==> src/rtl/phy_link_rx_if.sv <==
`default_nettype none
// ============================================================================
// Module   : phy_link_rx_if
// Brief    : Link-side byte lane plus node-side flit handshake of phy_link_rx.
// Revision : 1.0
// ============================================================================
interface phy_link_rx_if #(
    parameter int DEPTH = 8
) ();
    logic                     link_strobe;
    logic [7:0]               serial_data_in;
    logic                     link_ready;
    logic [31:0]              output_data_to_router;
    logic                     out_valid;
    logic                     out_ready;
    logic [$clog2(DEPTH):0]   fifo_level;
    logic                     overflow;
    logic                     frame_error;

    // The master side feeds bytes and accepts flits.
    modport master (
        output link_strobe, serial_data_in, out_ready,
        input  link_ready, output_data_to_router, out_valid,
        input  fifo_level, overflow, frame_error
    );

    modport slave (
        input  link_strobe, serial_data_in, out_ready,
        output link_ready, output_data_to_router, out_valid,
        output fifo_level, overflow, frame_error
    );
endinterface
`default_nettype wire

==> src/rtl/phy_link_rx.sv <==
`default_nettype none
// ============================================================================
// Module   : phy_link_rx
// Brief    : Serial byte-lane receiver; builds 32-bit flits into a show-ahead FIFO.
// Revision : 1.0
// ============================================================================
module phy_link_rx #(
    parameter int DEPTH       = 8,
    parameter int TIMEOUT     = 64,
    parameter int SYNC_STAGES = 2
) (
    input  wire logic        clk,
    input  wire logic        rst,
    phy_link_rx_if.slave     bus
);
    localparam int c_PW = $clog2(DEPTH);
    localparam int c_LW = c_PW + 1;
    localparam int c_TW = $clog2(TIMEOUT) + 1;

    typedef enum logic [1:0] {
        S_IDLE = 2'd0,
        S_B1   = 2'd1,
        S_B2   = 2'd2,
        S_B3   = 2'd3
    } state_t;

    logic [SYNC_STAGES-1:0] r_sync;
    logic                   r_hist;
    state_t                 r_state;
    logic [23:0]            r_shreg;
    logic [c_TW-1:0]        r_timer;
    logic                   r_overflow;
    logic                   r_frame_error;
    logic [31:0]            r_mem [DEPTH];
    logic [c_PW-1:0]        r_wr_ptr;
    logic [c_PW-1:0]        r_rd_ptr;
    logic [c_LW-1:0]        r_level;

    logic        w_byte_evt;
    logic        w_full;
    logic        w_last;
    logic        w_push;
    logic        w_pop;
    logic        w_timeout;
    logic [31:0] w_word;

    // Reset to 1 so a strobe already high at reset release is not seen as an edge.
    always_ff @(posedge clk) begin
        if (rst) begin
            r_sync <= '1;
            r_hist <= 1'b1;
        end else begin
            r_sync <= {r_sync[SYNC_STAGES-2:0], bus.link_strobe};
            r_hist <= r_sync[SYNC_STAGES-1];
        end
    end

    assign w_byte_evt = r_sync[SYNC_STAGES-1] & ~r_hist;
    assign w_full     = (r_level == c_LW'(DEPTH));
    assign w_last     = w_byte_evt && (r_state == S_B3);
    assign w_push     = w_last && !w_full;
    assign w_pop      = (r_level != '0) && bus.out_ready;
    assign w_word     = {r_shreg, bus.serial_data_in};
    assign w_timeout  = (r_state != S_IDLE) && !w_byte_evt &&
                        (r_timer == c_TW'(TIMEOUT - 1));

    always_ff @(posedge clk) begin
        if (rst) begin
            r_state       <= S_IDLE;
            r_shreg       <= '0;
            r_timer       <= '0;
            r_overflow    <= 1'b0;
            r_frame_error <= 1'b0;
        end else begin
            r_frame_error <= w_timeout;
            if (w_byte_evt) begin
                r_timer <= '0;
                case (r_state)
                    S_IDLE: begin r_shreg[23:16] <= bus.serial_data_in; r_state <= S_B1; end
                    S_B1:   begin r_shreg[15:8]  <= bus.serial_data_in; r_state <= S_B2; end
                    S_B2:   begin r_shreg[7:0]   <= bus.serial_data_in; r_state <= S_B3; end
                    S_B3: begin
                        r_state <= S_IDLE;
                        if (w_full) r_overflow <= 1'b1;
                    end
                endcase
            end else if (w_timeout) begin
                r_state <= S_IDLE;
                r_shreg <= '0;
                r_timer <= '0;
            end else if (r_state == S_IDLE) begin
                r_timer <= '0;
            end else begin
                r_timer <= r_timer + c_TW'(1);
            end
        end
    end

    always_ff @(posedge clk) begin
        if (w_push) r_mem[r_wr_ptr] <= w_word;
    end

    // A full FIFO rejects the push even when the same cycle pops the head.
    always_ff @(posedge clk) begin
        if (rst) begin
            r_wr_ptr <= '0;
            r_rd_ptr <= '0;
            r_level  <= '0;
        end else begin
            if (w_push) r_wr_ptr <= r_wr_ptr + c_PW'(1);
            if (w_pop)  r_rd_ptr <= r_rd_ptr + c_PW'(1);
            case ({w_push, w_pop})
                2'b10:   r_level <= r_level + c_LW'(1);
                2'b01:   r_level <= r_level - c_LW'(1);
                default: r_level <= r_level;
            endcase
        end
    end

    assign bus.link_ready            = !w_full;
    assign bus.out_valid             = (r_level != '0);
    assign bus.output_data_to_router = (r_level != '0) ? r_mem[r_rd_ptr] : 32'h0;
    assign bus.fifo_level            = r_level;
    assign bus.overflow              = r_overflow;
    assign bus.frame_error           = r_frame_error;
endmodule
`default_nettype wire

==> src/flat_wrapper.sv <==
// flat-port wrapper written by rule: the top's interface ports become plain ports
module phy_link_rx_flat 
#(
    parameter int DEPTH       = 8,
    parameter int TIMEOUT     = 64,
    parameter int SYNC_STAGES = 2
)
  (clk, rst, bus_link_strobe, bus_serial_data_in, bus_out_ready, bus_link_ready, bus_output_data_to_router, bus_out_valid, bus_fifo_level, bus_overflow, bus_frame_error);
  phy_link_rx_if #(.DEPTH(DEPTH)) bus_i ();
  input  wire logic clk;
  input  wire logic rst;
  input wire logic [$bits(bus_i.link_strobe)-1:0] bus_link_strobe;
  input wire logic [$bits(bus_i.serial_data_in)-1:0] bus_serial_data_in;
  input wire logic [$bits(bus_i.out_ready)-1:0] bus_out_ready;
  output wire logic [$bits(bus_i.link_ready)-1:0] bus_link_ready;
  output wire logic [$bits(bus_i.output_data_to_router)-1:0] bus_output_data_to_router;
  output wire logic [$bits(bus_i.out_valid)-1:0] bus_out_valid;
  output wire logic [$bits(bus_i.fifo_level)-1:0] bus_fifo_level;
  output wire logic [$bits(bus_i.overflow)-1:0] bus_overflow;
  output wire logic [$bits(bus_i.frame_error)-1:0] bus_frame_error;
  assign bus_i.link_strobe = bus_link_strobe;
  assign bus_i.serial_data_in = bus_serial_data_in;
  assign bus_i.out_ready = bus_out_ready;
  assign bus_link_ready = bus_i.link_ready;
  assign bus_output_data_to_router = bus_i.output_data_to_router;
  assign bus_out_valid = bus_i.out_valid;
  assign bus_fifo_level = bus_i.fifo_level;
  assign bus_overflow = bus_i.overflow;
  assign bus_frame_error = bus_i.frame_error;
  phy_link_rx #(.DEPTH(DEPTH), .TIMEOUT(TIMEOUT), .SYNC_STAGES(SYNC_STAGES)) u_core (.clk(clk), .rst(rst), .bus(bus_i));
endmodule
==> config.mk <==
export PLATFORM = sky130hd
export DESIGN_NAME = phy_link_rx_flat
export DESIGN_NICKNAME = d
export VERILOG_FILES = /design/src/rtl/phy_link_rx_if.sv /design/src/rtl/phy_link_rx.sv /design/src/flat_wrapper.sv
export SDC_FILE = /design/constraint.sdc
export NUM_CORES = 1
export LEC_CHECK = 0
export ABC_AREA = 1
export ABC_CLOCK_PERIOD_IN_PS = 5250
export CAP_MARGIN = 10
export CORE_MARGIN = 8
export CORE_UTILIZATION = 40
export CTS_CLUSTER_DIAMETER = 120
export DETAILED_ROUTE_END_ITERATION = 8
export PLACE_DENSITY = 0.63
export SLEW_MARGIN = 20
export SYNTH_ARGS = -nofsm -noshare
export SYNTH_HDL_FRONTEND = slang
export SYNTH_SLANG_ARGS = --single-unit
==> constraint.sdc <==
create_clock -name clk -period 5.25 [get_ports clk]
set_input_delay 0.525 -clock clk [delete_from_list [all_inputs] [get_ports clk]]
set_output_delay 0.525 -clock clk [all_outputs]
set_load 0.01 [all_outputs]
======== Word level (Yosys, flattened, before mapping) ========
Memories as Yosys holds them, arrays and structs flattened. A register that Yosys moved wholly into a read port is not among the register bits.
Cells that the tools add are included.
word-level totals
  bits in registers ....................... 48
  memory bits (writable) .................. 256
  input port bits ......................... 12
  output and inout port bits .............. 40
  word-level logic and storage cells ...... 61
  memories kept ........................... 1
memory list
  name          depth  width  read ports  clocked after memory_dff  wr ports  RTL line           source
  u_core.r_mem  8      32     1           1                         1         phy_link_rx.sv:34  logic [31:0] r_mem [DEPTH];
operators by class
  add/subtract/negate cells ............... 5
  eq/ne operators ......................... 10
  mux-type cells .......................... 14
  bitwise operators ....................... 2
  reductions and logical operators ........ 17
operator list
  cell                                                                 number
  24-bit two-way mux                                                   2
  32-bit two-way mux                                                   1
  8-bit two-way mux                                                    3
  2-bit case mux with 4 select lines                                   1
  4-bit case mux with 2 select lines                                   1
  7-bit by 1-bit adder with 7-bit output (second input constant)       1
  7-bit by 6-bit == test with 1-bit output (second input constant)     1
  3-bit by 1-bit adder with 3-bit output (second input constant)       2
  2-bit == test (second input constant)                                3
  3-bit two-way mux                                                    2
  2-bit inequality test (second input constant)                        3
  2-bit AND reduction                                                  3
  2-bit nonzero test                                                   3
  1-bit logical AND                                                    5
  4-bit by 1-bit adder with 4-bit output (second input constant)       1
  2-bit by 1-bit == test with 1-bit output (second input constant)     2
  4-bit == test (second input constant)                                1
  2-bit two-way mux                                                    2
  4-bit nonzero test                                                   1
  4-bit OR reduction                                                   1
  4-bit by 1-bit subtractor with 4-bit output (second input constant)  1
  3-bit AND reduction                                                  1
  1-bit logical NOT                                                    2
  2-bit logical NOT                                                    1
  3 further kinds                                                      4

======== Logic depth before layout (Yosys ltp) ========
Gate-level depths: netlist of the first run.
  depth in word-level cells ............... 7
  depth in mapped cells ................... 15
  gate-level depth less buffers ........... 14

======== Worst setup path before layout of the first run ========
No wires, ideal clock.
  path type ............................... reg2reg
  from .................................... reg u_core.r_level[0] (netlist: u_core.bus.fifo_level[0])
  to ...................................... mem u_core.r_mem[6][0] (enable)
  library setup time ...................... 0.461 ns
  arrival ................................. 3.066 ns
  data required time ...................... 4.789 ns
  path slack .............................. 1.723 ns
  cell stages (with the launch flop) ...... 6
  buffers on the path ..................... 1
  period minus slack after synthesis ...... 3.527 ns
  path through ............................ dfxtp_1 -> nor2_2 -> nand3_2 -> nand2_1 -> buf_4 -> nor3_1
between the ends
  word-level cells in the longest chain between the ends .. 5
RTL lines
  element                                  RTL line            source
  start, declared                          phy_link_rx.sv:37   logic [c_LW-1:0] r_level;
  start signal, assigned                   phy_link_rx.sv:113  2'b10: r_level <= r_level + c_LW'(1);
  start signal, assigned                   phy_link_rx.sv:114  2'b01: r_level <= r_level - c_LW'(1);
  start signal, assigned                   phy_link_rx.sv:115  default: r_level <= r_level;
  4-bit == test                            phy_link_rx.sv:59   assign w_full = (r_level == c_LW'(DEPTH));
  1-bit logical NOT                        --
  named net bus_link_ready                 flat_wrapper.sv:15  output wire logic [$bits(bus_i.link_ready)-1:0] bus_link_ready;
  1-bit logical AND                        phy_link_rx.sv:61   assign w_push = w_last && !w_full;
  1-bit two-way mux                        phy_link_rx.sv:100  if (w_push) r_mem[r_wr_ptr] <= w_word;
  1-bit two-way mux (not written as such)  phy_link_rx.sv:100
  end, declared                            phy_link_rx.sv:34
The timed path passes the listed nets, and every way through them passes these cells.

==> summary.md, run 1 <==
| Metric | Value |
|---|---|
| Worst EP required | `4.72 ns` |
| Total wire length | `27100 um` |
| Reg power frac | `0.395` |
| Clock Sinks | `307` |
| EDFF count, synth | `256` |
| Io pins | `52` |
| Grt ovf | `0` |
| Cell Area, Synth | `12300 um^2` |
| Routability cong. | `0.733` |
| Final Hold Viols | `0` |
| Pint | `4720 uW` |
| Initial core utilization | `0.403` |
| Top Metal Used | `met4` |
| Worst reg-to-reg setup slack | `2.22 ns` |
| Crit end category | `output port` |
| Post-layout net count | `1109` |
| Die width | `191 um` |
| Least-Margin Pin Slew | `1.06 ns` |
| Site Rows | `64` |
| Ys flop type | `edfxtp_1` |
| Synth Area in Simple Gates | `0.128` |
| Htree depth | `1` |
| Most common cell after layout, fill and taps aside | `edfxtp_1` |
| Ranking of synthesized cells by area | `edfxtp_1 63%, dfxtp_1 8.3%, nor2_1 7.8%, o21ai_0 4.9%, nand2_1 2.4%` |
| WS Path Type | `reg -> out` |
| Avg WL per Cell | `18.0 um` |
| Vias/cell | `5.18` |
| Initial antenna violation count | `0` |
| Flops & latches, synth | `307` |
| Clock power share | `0.300` |
| Comb pwr share | `0.304` |
| Proportion of layout cells with a drive suffix above 1 | `0.0759` |
| Most frequent cells in the layout | `256 x edfxtp_1, 252 x nor2_1, 121 x o21ai_0` |
| Setup Skew | `0.00823 ns` |
| XOR/XNOR Fraction of Synth Area | `0.00357` |
| Crit share post-route | `0.759` |
| Crit path time final | `3.98 ns` |
| DRT Pass-1 Iters | `5` |
| Post-CTS setup buffers | `0` |
| Drt first-iter violations | `633` |
| Count of final setup violators | `0` |
| Detailed-route via count | `7787` |
| Register area share after synthesis | `0.710` |
| Worst r2r path cells | `13` |
| Tightest Hold Check Type | `reg -> reg` |
| CTS Buf Count | `30` |
| Max transition margin | `0.295` |
| Core Region | `30400 um^2` |
| Max Fclk | `251 MHz` |
| CTS tree | `built` |
| Hold_buf cts | `0` |
| Clock Latency Late Sink | `0.54 ns` |
| Post-CTS Resized | `0` |
| Port Buffers | `51` |
| Global Route Usage Sum | `0.146` |
| Gate Count Post-Synth | `1047` |
| Pwr Density | `493 nW/um^2` |
| Synth Area in Compound Gates | `0.106` |
| Unrepaired setup endpoints after global routing | `false` |
| Synth top area share | `0.627` |
| Leading area contributor after synthesis | `edfxtp_1` |
| DRC violations left | `0` |
| Met3 wire len | `1420 um` |
| CP Max Fanout | `74` |
| Largest net degree at the start of global routing | `97` |
| Critical Path AT | `3.46 ns` |
| M1 WL | `11900 um` |
| Filler cells | `2738` |
| Post-Syn Nets | `1070` |
| Largest family of logic cells by synthesized area | `simple AND/OR/NAND/NOR gates` |
| Post-route setup TNS | `0 ns` |
| Vias in the first global route | `7790` |
| Sw Pwr | `2210 uW` |
| Yosys Warn Count | `0` |
| CTS Root Cell | `clkbuf_16` |
| Startpoint types | `flop` |
| Sw Share | `0.319` |
| Final Max Slew Viols | `0` |
| Yosys cell types | `30` |
| Dpl hpwl | `14700 um` |
| Die area | `36500 um^2` |
| Max-capacitance violation count | `0` |
| Die Ht | `191 um` |
| Synthesized area per cell | `11.7 um^2` |
| P_leak | `0.00477 uW` |
| Outcome | `completed` |
| Max clock buf depth | `3` |
| Total power | `6930 uW` |
| Peak VDD IR | `0.535 mV` |
| Clk pin slew, worst setup/hold paths | `0.06 ns` |
| First-pass GRT wire length | `42300 um` |
| P&R area growth vs syn | `14.5%` |
| Hold Path Stages | `1` |
| Met2 wire length | `13400 um` |
| Final ANT Viol Nets | `0` |
| Mux contribution to synthesized area | `0` |
| Async S/R FF share, synth | `0` |
| Antenna diodes | `0` |
| Adder-cell share of the synthesized area | `0.0112` |
## metal layers
layer	track usage	vias to the layer above
li1	-	3768
met1	0.187	3815
met2	0.259	181
met3	0.0219	23
met4	0.0308	0
met5	0	-
## critical path: stages (launching register included)
cell	delay, ns
dfxtp_4	0.72
buf_4	0.71
o21ai_0	0.25
o211ai_1	0.27
nand2_1	0.07
nor2_1	0.23
clkdlybuf4s50_1	0.59
## sequential cells by signal, indices dropped and copies added (netlist names), 2 cells and up, named ones only
signal and count:
u_core.bus.fifo_level 4, u_core.r_mem 256, u_core.r_wr_ptr 3, u_core.r_state 2, u_core.r_rd_ptr 3, u_core.r_sync 2
u_core.r_shreg 24, u_core.r_timer 7
## layout make-up
type	instances	area, um^2	area share
repair buffers	66	623	0.0444
inverters	39	149	0.0106
multi-input cells	642	3110	0.221
clock buffers	37	798	0.0568
well taps	396	495	0.0353
clock inverters	16	156	0.0111
flip-flops and latches	307	8710	0.621
## power groups by stage
| stage | Combinational [uW] | Sequential (uW) | Clock (uW) |
|---|---|---|---|
| floorplan | 1350 | 2730 | 0 |
| global placement | 2140 | 2790 | 0 |
| detailed placement | 2160 | 2790 | 0 |
| CTS | 2160 | 2740 | 2120 |
| global route | 2350 | 2750 | 2210 |
| finish | 2110 | 2740 | 2080 |
## cell families (layout without fill, tap and decap cells)
family | after synthesis | count (layout)
xor gates and xnor gates | 5 | 5
buffers and inverters | 98 | 158
adders and majority gates | 11 | 11
AOI/OAI and AO/OA | 236 | 236
and+or+nand+nor | 390 | 390
DFF | 307 | 307
## through the flow
step           cells  hold WS [ns]   util  cell area [um^2]  setup slack [ns]
3_5_place_dp    1450         0.393  0.430             13100              1.37
3_3_place_gp    1450         0.393  0.430             13100              1.46
6_report        1503         0.407  0.462             14000              1.27
2_1_floorplan   1047         0.389      -             12300              1.72
5_1_grt         1503         0.422  0.462             14000              1.10
4_1_cts         1503         0.409  0.461             14000             0.807
## synth_stat cells (2+ instances only)
library cell,instances
nand2_1,80
a21oi_1,35
nand3_1,32
inv_2,3
o21ai_0,121
buf_4,8
nand2_4,2
clkbuf_1,24
dfxtp_1,51
edfxtp_1,256
nor2_1,256
nor2_2,3
inv_1,36
buf_1,2
xnor2_1,2
buf_6,11
o211ai_1,32
ha_1,11
o21ai_1,16
xor2_1,3
or2_2,3
nor3_1,7
nand2_2,2
o22ai_1,32
buf_2,13
nand3_2,2
## worst paths after layout
| path | endpoint | start |
|---|---|---|
| max | bus_output_data_to_router[11] | flop |
| min | u_core.r_sync[1]$_SDFF_PP1_ | u_core.r_sync[0]$_SDFF_PP1_ |
| max reg2reg | u_core.bus.fifo_level[2]$_SDFFE_PP0P_ | u_core.bus.fifo_level[0]$_SDFFE_PP0P_ |
| min reg2reg | u_core.r_sync[1]$_SDFF_PP1_ | u_core.r_sync[0]$_SDFF_PP1_ |
Power figures use the tool's default switching activity.
==> run 2, diff against run 1 <==
--- a/config.mk
+++ b/config.mk
@@ -6,13 +6,13 @@
 export NUM_CORES = 1
 export LEC_CHECK = 0
 export ABC_AREA = 1
-export ABC_CLOCK_PERIOD_IN_PS = 5250
+export ABC_CLOCK_PERIOD_IN_PS = 3600
 export CAP_MARGIN = 10
 export CORE_MARGIN = 8
 export CORE_UTILIZATION = 40
 export CTS_CLUSTER_DIAMETER = 120
 export DETAILED_ROUTE_END_ITERATION = 8
-export PLACE_DENSITY = 0.63
+export PLACE_DENSITY = 0.66
 export SLEW_MARGIN = 20
 export SYNTH_ARGS = -nofsm -noshare
 export SYNTH_HDL_FRONTEND = slang
==> constraint.sdc (replaced) <==
create_clock -name clk -period 3.6 [get_ports clk]
set_input_delay 0.36 -clock clk [delete_from_list [all_inputs] [get_ports clk]]
set_output_delay 0.36 -clock clk [all_outputs]
set_load 0.01 [all_outputs]
==> summary.md, run 2 (synthesis results as in run 1) <==
| Metric | Value |
|---|---|
| Final ANT Viol Nets | `0 (unchanged)` |
| Final Hold Viols | `0 (unchanged)` |
| GR Layer Usage met1 | `0.191 (+0.00322)` |
| Final Core Density | `0.463 (+0.00177)` |
| Io pins | `52 (unchanged)` |
| Post-layout net count | `1116 (+0.63%)` |
| Most used routing layer in global routing | `met2` |
| Grt ovf | `0 (unchanged)` |
| Worst r2r src | `u_core.bus.fifo_level[0]$_SDFFE_PP0P_` |
| Vias in the first global route | `7753 (-0.47%)` |
| Max-capacitance violation count | `0 (unchanged)` |
| Count of final setup violators | `0 (unchanged)` |
| Proportion of layout cells with a drive suffix above 1 | `0.0788 (+0.00290)` |
| Crit share post-route | `0.899` |
| Peak VDD IR | `0.687 mV (+28%)` |
| Worst EP required | `3.24 ns (-1.48 ns)` |
| DRT Pass-1 Iters | `5 (unchanged)` |
| R2r endpoint | `u_core.bus.fifo_level[2]$_SDFFE_PP0P_` |
| Max transition margin | `0.384 (+0.0896)` |
| Detailed-route via count | `7852 (+0.83%)` |
| CTS tree | `built` |
| Final Max Slew Viols | `0 (unchanged)` |
| Hold Path Stages | `2 (+1)` |
| Die width | `191 um (unchanged)` |
| Initial antenna violation count | `0 (unchanged)` |
| Max reg flops | `256 (unchanged)` |
| DRC violations left | `0 (unchanged)` |
| Pwr Density | `716 nW/um^2 (+45%)` |
| Crit end category | `output port` |
| Die Ht | `191 um (unchanged)` |
| Filler cells | `2754 (+0.58%)` |
| Site Rows | `64 (unchanged)` |
| Drt first-iter violations | `672 (+6.2%)` |
| WS Path Type | `reg -> out` |
| Post-CTS setup buffers | `0 (unchanged)` |
| Crit path time final | `3.24 ns` |
| Clk pin slew, worst setup/hold paths | `0.06 ns (about the same)` |
| Critical Path AT | `2.88 ns (-0.58 ns)` |
| Port Buffers | `51 (unchanged)` |
| CTS Buf Count | `31 (+3.3%)` |
| Setup Skew | `0.0102 ns (+0.00195 ns)` |
| First-pass GRT wire length | `42400 um (about the same)` |
| Clock Sinks | `307 (unchanged)` |
| Vias/cell | `5.19 (+0.17%)` |
| Hold_sp | `bus_link_strobe` |
| Hold EP | `u_core.r_sync[0]$_SDFF_PP1_` |
| Max clock buf depth | `3 (unchanged)` |
| Global routing usage on met3 | `0.0215 (-0.000365)` |
| CTS Root Cell | `clkbuf_16` |
| Worst reg-to-reg setup slack | `0.87 ns (-1.35 ns)` |
| Clock Latency Late Sink | `0.55 ns (about the same)` |
| Core Region | `30400 um^2 (unchanged)` |
| Least-Margin Pin Slew | `0.924 ns (-0.134 ns)` |
| Largest net degree at the start of global routing | `87 (-10%)` |
| Tightest Hold Check Type | `in -> reg` |
| P_leak | `0.00480 uW (+0.76%)` |
| Max Fclk | `309 MHz` |
| Avg WL per Cell | `17.7 um (-1.9%)` |
| CP Max Fanout | `47 (-36%)` |
| Dpl hpwl | `14600 um (-0.92%)` |
| Startpoint types | `flop` |
| Htree depth | `1 (unchanged)` |
| Worst r2r path cells | `13 (unchanged)` |
| Largest Register | `u_core.r_mem` |
| Top flop regs | `u_core.r_mem (256), u_core.r_shreg (24), u_core.r_timer (7)` |
| Most frequent cells in the layout | `256 x edfxtp_1, 252 x nor2_1, 121 x o21ai_0` |
| Post-route setup TNS | `0 ns (unchanged)` |
| Routability cong. | `0.766 (+4.5%)` |
| Post-CTS Resized | `0 (unchanged)` |
| Die area | `36500 um^2 (unchanged)` |
| P&R area growth vs syn | `15.0%` |
| Hold_buf cts | `0 (unchanged)` |
| Initial core utilization | `0.403 (unchanged)` |
| Antenna diodes | `0 (unchanged)` |
| Most common cell after layout, fill and taps aside | `edfxtp_1` |
| Unrepaired setup endpoints after global routing | `false` |
| Met2 Use GR | `0.250 (-0.00968)` |
| Outcome | `completed` |
| Global Route Usage Sum | `0.146 (-0.000635)` |
| Total wire length | `26700 um (-1.3%)` |
run 2: cell count changes in the layout (fill, tap and decap cells not counted), sizes merged:
cell      change
clkbuf        +7
clkinvlp      -2
bufinv        -2
buf           +6
clkinv        +1
run 2: final cells by class:
| type | count | area (um^2) | share of cell area |
|---|---|---|---|
| clock buffer | 44 | 855 | 0.0606 |
| clock inverter | 13 | 85.1 | 0.00604 |
| inverter | 39 | 148 | 0.0105 |
| multi-input combinational | 642 | 3110 | 0.220 |
| sequential | 307 | 8710 | 0.618 |
| tap | 396 | 495 | 0.0351 |
| timing repair buffer | 72 | 693 | 0.0492 |
run 2: worst max-delay path, cell delays in order (launching register included):
cell and delay [ns]:
dfxtp_4 0.69, buf_4 0.39, nor2_1 0.09, nor2_1 0.11, o21ai_0 0.10, o211ai_1 0.10, nand2_1 0.07, nor2_1 0.20
clkdlybuf4s50_1 0.58
run 2: routing by layer:
metal | vias up | wire length [um]
li1 | 3782 | -
met1 | 3833 | 11800
met2 | 199 | 13000
met3 | 38 | 1380
met4 | 0 | 536
met5 | - | 0
run 2: power by group:
part | internal (uW) | total (uW) | switching [uW]
combinational | 1290 | 3100 | 1810
clock | 1710 | 2960 | 1250
sequential | 3860 | 4030 | 165
run 2: metrics by stage:
stage / power, uW / worst slack [ns] / std cells / hold WS (ns) / area, um^2
final: 10100 / 0.362 / 1513 / 0.374 / 14100
after detailed placement: 7250 / 0.893 / 1456 / 0.396 / 13200
after floorplan: 5960 / 0.0727 / 1047 / 0.389 / 12300
after global routing: 10700 / 0.136 / 1513 / 0.381 / 14100
after CTS: 10200 / 0.300 / 1513 / 0.357 / 14100
after global placement: 7210 / 0.938 / 1456 / 0.400 / 13200
run 2: worst max path at each step:
stage	cells after the start	from	slack, ns	endpoint
2_1_floorplan	5	u_core.bus.fifo_level[0]$_SDFFE_PP0P_	0.07	u_core.r_mem[6][0]$_DFFE_PP_
6_report	8	flop	0.36	bus_output_data_to_router[15]
3_5_place_dp	8	flop	0.89	bus_output_data_to_router[15]
4_1_cts	8	flop	0.30	bus_output_data_to_router[15]
3_3_place_gp	8	flop	0.94	bus_output_data_to_router[18]
5_1_grt	8	flop	0.14	bus_output_data_to_router[15]
==> run 3, diff against run 2 <==
--- a/config.mk
+++ b/config.mk
@@ -6,13 +6,13 @@
 export NUM_CORES = 1
 export LEC_CHECK = 0
 export ABC_AREA = 1
-export ABC_CLOCK_PERIOD_IN_PS = 3600
+export ABC_CLOCK_PERIOD_IN_PS = 3100
 export CAP_MARGIN = 10
 export CORE_MARGIN = 8
 export CORE_UTILIZATION = 40
 export CTS_CLUSTER_DIAMETER = 120
 export DETAILED_ROUTE_END_ITERATION = 8
-export PLACE_DENSITY = 0.66
+export PLACE_DENSITY = 0.63
 export SLEW_MARGIN = 20
 export SYNTH_ARGS = -nofsm -noshare
 export SYNTH_HDL_FRONTEND = slang
==> constraint.sdc (replaced) <==
create_clock -name clk -period 3.1 [get_ports clk]
set_input_delay 0.31 -clock clk [delete_from_list [all_inputs] [get_ports clk]]
set_output_delay 0.31 -clock clk [all_outputs]
set_load 0.01 [all_outputs]
==> summary.md, run 3 (synthesis results as in run 1) <==
| Metric | Value |
|---|---|
| Outcome | `completed` |
| Final Hold Viols | `0 (unchanged)` |
| Routability cong. | `0.728 (-5.0%)` |
| Clock Sinks | `307 (unchanged)` |
| Hold_sp | `bus_link_strobe` |
| Drt first-iter violations | `574 (-15%)` |
| Most frequent cells in the layout | `256 x edfxtp_1, 251 x nor2_1, 121 x o21ai_0` |
| Worst r2r src | `u_core.bus.fifo_level[0]$_SDFFE_PP0P_` |
| Final ANT Viol Nets | `0 (unchanged)` |
| Htree depth | `1 (unchanged)` |
| Final Max Slew Viols | `0 (unchanged)` |
| Die width | `191 um (unchanged)` |
| Top flop regs | `u_core.r_mem (256), u_core.r_shreg (24), u_core.r_timer (7)` |
| Vias/cell | `5.15 (-0.72%)` |
| Largest Register | `u_core.r_mem` |
| Vias in the first global route | `7598 (-2.0%)` |
| CTS Buf Count | `31 (unchanged)` |
| Port Buffers | `51 (unchanged)` |
| Final setup margin | `0.113 ns (-0.249 ns)` |
| Count of final setup violators | `0 (unchanged)` |
| Die Ht | `191 um (unchanged)` |
| CP Max Fanout | `98 (+110%)` |
| Startpoint types | `flop` |
| Total wire length | `26600 um (-0.43%)` |
| M1 WL | `12100 um (+2.3%)` |
| Post-CTS setup buffers | `0 (unchanged)` |
| First-pass GRT wire length | `41900 um (-1.1%)` |
| Initial antenna violation count | `0 (unchanged)` |
| Dpl ws | `0.558 ns (-0.335 ns)` |
| Avg WL per Cell | `17.6 um (-0.50%)` |
| Hold Path Stages | `2 (unchanged)` |
| Core Region | `30400 um^2 (unchanged)` |
| Hold EP | `u_core.r_sync[0]$_SDFF_PP1_` |
| Critical Path AT | `2.68 ns (-0.20 ns)` |
| Max Fclk | `335 MHz` |
| Worst r2r path cells | `13 (unchanged)` |
| Clk pin slew, worst setup/hold paths | `0.06 ns (about the same)` |
| Die area | `36500 um^2 (unchanged)` |
| Io pins | `52 (unchanged)` |
| Tightest Hold Check Type | `in -> reg` |
| P&R area growth vs syn | `16.5%` |
| Max reg flops | `256 (unchanged)` |
| Most common cell after layout, fill and taps aside | `edfxtp_1` |
| Met2 wire length | `12800 um (-1.3%)` |
| Design Area, Final | `14300 um^2 (+1.3%)` |
| Setup Skew | `0.0222 ns (+0.0121 ns)` |
| Detailed-route via count | `7801 (-0.65%)` |
| R2r endpoint | `u_core.bus.fifo_level[2]$_SDFFE_PP0P_` |
| Crit share post-route | `0.964` |
| Clock Latency Late Sink | `0.56 ns (about the same)` |
| Max-capacitance violation count | `0 (unchanged)` |
| Met3 wire len | `1060 um (-23%)` |
| Grt ovf | `0 (unchanged)` |
| Dpl hpwl | `14500 um (-0.33%)` |
| Site Rows | `64 (unchanged)` |
| Pwr Density | `844 nW/um^2 (+18%)` |
| Unrepaired setup endpoints after global routing | `false` |
| P_leak | `0.00488 uW (+1.5%)` |
| CTS Root Cell | `clkbuf_16` |
| Post-layout net count | `1116 (unchanged)` |
| Max transition margin | `0.598 (+0.214)` |
| Crit path time final | `2.99 ns` |
| DRC violations left | `0 (unchanged)` |
| Final Core Density | `0.469 (+0.00613)` |
| DRT Pass-1 Iters | `5 (unchanged)` |
| Top Metal Used | `met4` |
| Proportion of layout cells with a drive suffix above 1 | `0.0868 (+0.00798)` |
| CTS tree | `built` |
| Worst reg-to-reg setup slack | `0.58 ns (-0.29 ns)` |
| Peak VDD IR | `0.654 mV (-4.8%)` |
| Worst EP required | `2.79 ns (-0.45 ns)` |
| Initial core utilization | `0.403 (unchanged)` |
| Least-Margin Pin Slew | `0.603 ns (-0.321 ns)` |
| Hold_ws | `0.301 ns (-0.0733 ns)` |
| Largest net degree at the start of global routing | `99 (+14%)` |
| Max clock buf depth | `3 (unchanged)` |
| WS Path Type | `reg -> out` |
| Post-place instance area | `13200 um^2 (+0.57%)` |
| Global Route Usage Sum | `0.145 (-0.00113)` |
| Antenna diodes | `0 (unchanged)` |
| Crit end category | `output port` |
| Filler cells | `2762 (+0.29%)` |
[run 3: cell count changes in the layout (fill, tap and decap cells not counted), moves of 3 or more]
cell,delta
buf_12,+5
buf_4,-7
clkbuf_1,-3
clkbuf_8,+6
clkinv_1,-4
[run 3: worst max-delay path by stage]
stage	from	endpoint	slack, ns	cells past startpoint
after floorplan	u_core.bus.fifo_level[0]$_SDFFE_PP0P_	u_core.r_mem[6][0]$_DFFE_PP_	-0.43	5
after global placement	flop	bus_output_data_to_router[4]	0.58	6
after detailed placement	flop	bus_output_data_to_router[6]	0.56	6
after CTS	flop	bus_output_data_to_router[9]	0.07	6
after global routing	flop	bus_output_data_to_router[13]	0.005	8
final	flop	bus_output_data_to_router[9]	0.11	7
[run 3: report_power, final]
group          switching, uW  total (uW)  leakage, uW  internal, uW
combinational           2130        3680      0.00160          1550
clock                   1500        3710     0.000513          2220
sequential               173        4660      0.00277          4490
total                   3800       12100      0.00488          8250
[run 3: what timing repair did]
action	4_1_cts	5_1_grt
setup endpoints to repair	6	4
gates resized for setup	1	3
hold buffers	0	0
[run 3: critical path, stage by stage (launching register included)]
cell	delay, ns
dfxtp_4	0.43
clkinv_2	0.10
buf_12	0.33
o21ai_0	0.16
o22ai_1	0.17
nor2_1	0.06
nor2_1	0.20
clkdlybuf4s50_1	0.58
[run 3: layer usage]
layer	track usage	up-vias
li1	-	3785
met1	0.193	3817
met2	0.245	151
met3	0.0184	48
met4	0.0411	0
met5	0	-
[run 3: metrics by stage]
step | cells | total power (uW) | TNS [ns]
after floorplan | 1047 | 6920 | -54.68
final | 1514 | 12100 | 0
after global routing | 1514 | 12700 | 0
after detailed placement | 1456 | 8450 | 0
after global placement | 1456 | 8430 | 0
after CTS | 1514 | 12200 | 0
[run 3: layout make-up]
type / instances / area (um^2) / area share
clock inverters: 11 / 109 / 0.00762
multi-input cells: 642 / 3110 / 0.218
inverters: 39 / 148 / 0.0103
flip-flops and latches: 307 / 8720 / 0.610
clock buffers: 47 / 926 / 0.0648
well taps: 396 / 495 / 0.0347
repair buffers: 72 / 779 / 0.0546
==> RTL edit, RTL diff (config.mk and constraints of run 3) <==
`TIMEOUT` is set to 64 in 2 places; all go to 128.
--- a/src/rtl/phy_link_rx.sv
+++ b/src/rtl/phy_link_rx.sv
@@ -8,3 +8,3 @@
     parameter int DEPTH       = 8,
-    parameter int TIMEOUT     = 64,
+    parameter int TIMEOUT     = 128,
     parameter int SYNC_STAGES = 2
--- a/src/flat_wrapper.sv
+++ b/src/flat_wrapper.sv
@@ -4,3 +4,3 @@
     parameter int DEPTH       = 8,
-    parameter int TIMEOUT     = 64,
+    parameter int TIMEOUT     = 128,
     parameter int SYNC_STAGES = 2
Function: no difference found for any inputs over 10 cycles, from zero or initial values and one cycle with rst high; that may be too few to reach the edited logic, so the function may still have changed.
==> RTL edit against run 3 <==
Worst hold slack better by 4.3 ps; cell area about the same; total power is 3.9% lower; clock skew fell by 4.1 ps; sequential cell count grew 1; worst setup slack better by 85 ps; die area is 0.32% higher; final cell count is 0.59% higher; area after synthesis grew 0.35%; fmax rose by 2.9%; non-clock buffer count up 1; wire length increased by 3.2%; core utilization hardly changed; critical path type unchanged; largest power group unchanged.
==> RTL edit: results <==
metrics = {
    "power_and_ir_drop": {
        "switchingPower_mw": 3.65,
        "peakVddDrop_mv": 0.829,
        "pg_seq_mw": 4.61,
        "clockPowerShare_pct": 29.9,
        "power_mw": 11.6,
        "power_leakage_nw": 4.83,
    },
    "route": {
        "wl_mm": 27.5,
        "drtPass1Iterations": 6,
        "avgViaCountPerCell": 5.27,
    },
    "final_layout": {
        "drive_above_1_share_pct": 7.63,
        "final_nets": 1125,
        "fillers": 2740,
        "reg.largest.list": "u_core.r_mem x256, u_core.r_shreg x24, u_core.r_timer x8",
    },
    "placed_design": {
        "gp_congestion": 0.781,
        "placed_cells": 1464,
        "place_hpwl_mm": 14.4,
        "pre_cts_ws_ps": 623,
        "dpl_cell_area_um2": 13300,
    },
    "global_routing": {
        "grt_max_degree": 129,
        "grt_pass1_wl_mm": 42.0,
        "grt_pass1_vias": 7701,
        "grt_use_total_pct": 14.4,
    },
    "run_status": {
        "status": "finished, final reports clean",
    },
    "critical_path": {
        "crit_arrival_ps": 2590,
        "crit_path_max_fanout": 46,
        "setup.worst_path.end": "bus_output_data_to_router[25]",
        "r2r_slack_ps": 660,
        "reg2reg_from": "u_core.r_hist",
    },
    "synth": {
        "synth-xor-area-share_pct": 0.285,
        "synthTopCellsByArea": "edfxtp_1 62%, dfxtp_1 8.5%, nor2_1 7.8%, o21ai_0 3.8%, nand2_1 2.3%",
        "synthAdderAreaFrac_pct": 1.12,
        "synth_cell_type_count": 29,
        "synthTopCellsByCount": "256 x edfxtp_1, 256 x nor2_1, 93 x o21ai_0",
        "syn_area_per_cell_um2": 11.6,
    },
    "sta": {
        "relSlewSlack_pct": 54.6,
        "skew_ps": 18.1,
        "holdWs_ps": 305,
        "fmax_ghz": 0.345,
    },
}
==> RTL edit: area by class of cell <==
type	count	area (um2)	share of cell area, %
tap	396	495	3.47
clock inverter	4	33.8	0.236
timing repair buffer	73	813	5.69
clock buffer	54	912	6.38
sequential	308	8740	61.1
inverter	39	148	1.03
multi-input combinational	649	3150	22.0
==> RTL edit: routing by layer <==
| layer | routed length [um] | global-route usage [%] | vias to the layer above | share of wire, % |
|---|---|---|---|---|
| met5 | 0 | 0 | - | 0 |
| met4 | 645 | 4.14 | 0 | 2.3 |
| met3 | 1820 | 2.43 | 47 | 6.6 |
| met2 | 13000 | 24.0 | 252 | 48 |
| met1 | 11900 | 19.2 | 3891 | 44 |
| li1 | - | - | 3837 | - |
==> RTL edit: what timing repair did <==
item                                    CTS  global route
endpoints found under the setup margin    0            14
hold buffers                              0             0
gates resized for setup                   0             2
setup buffers                             0             0
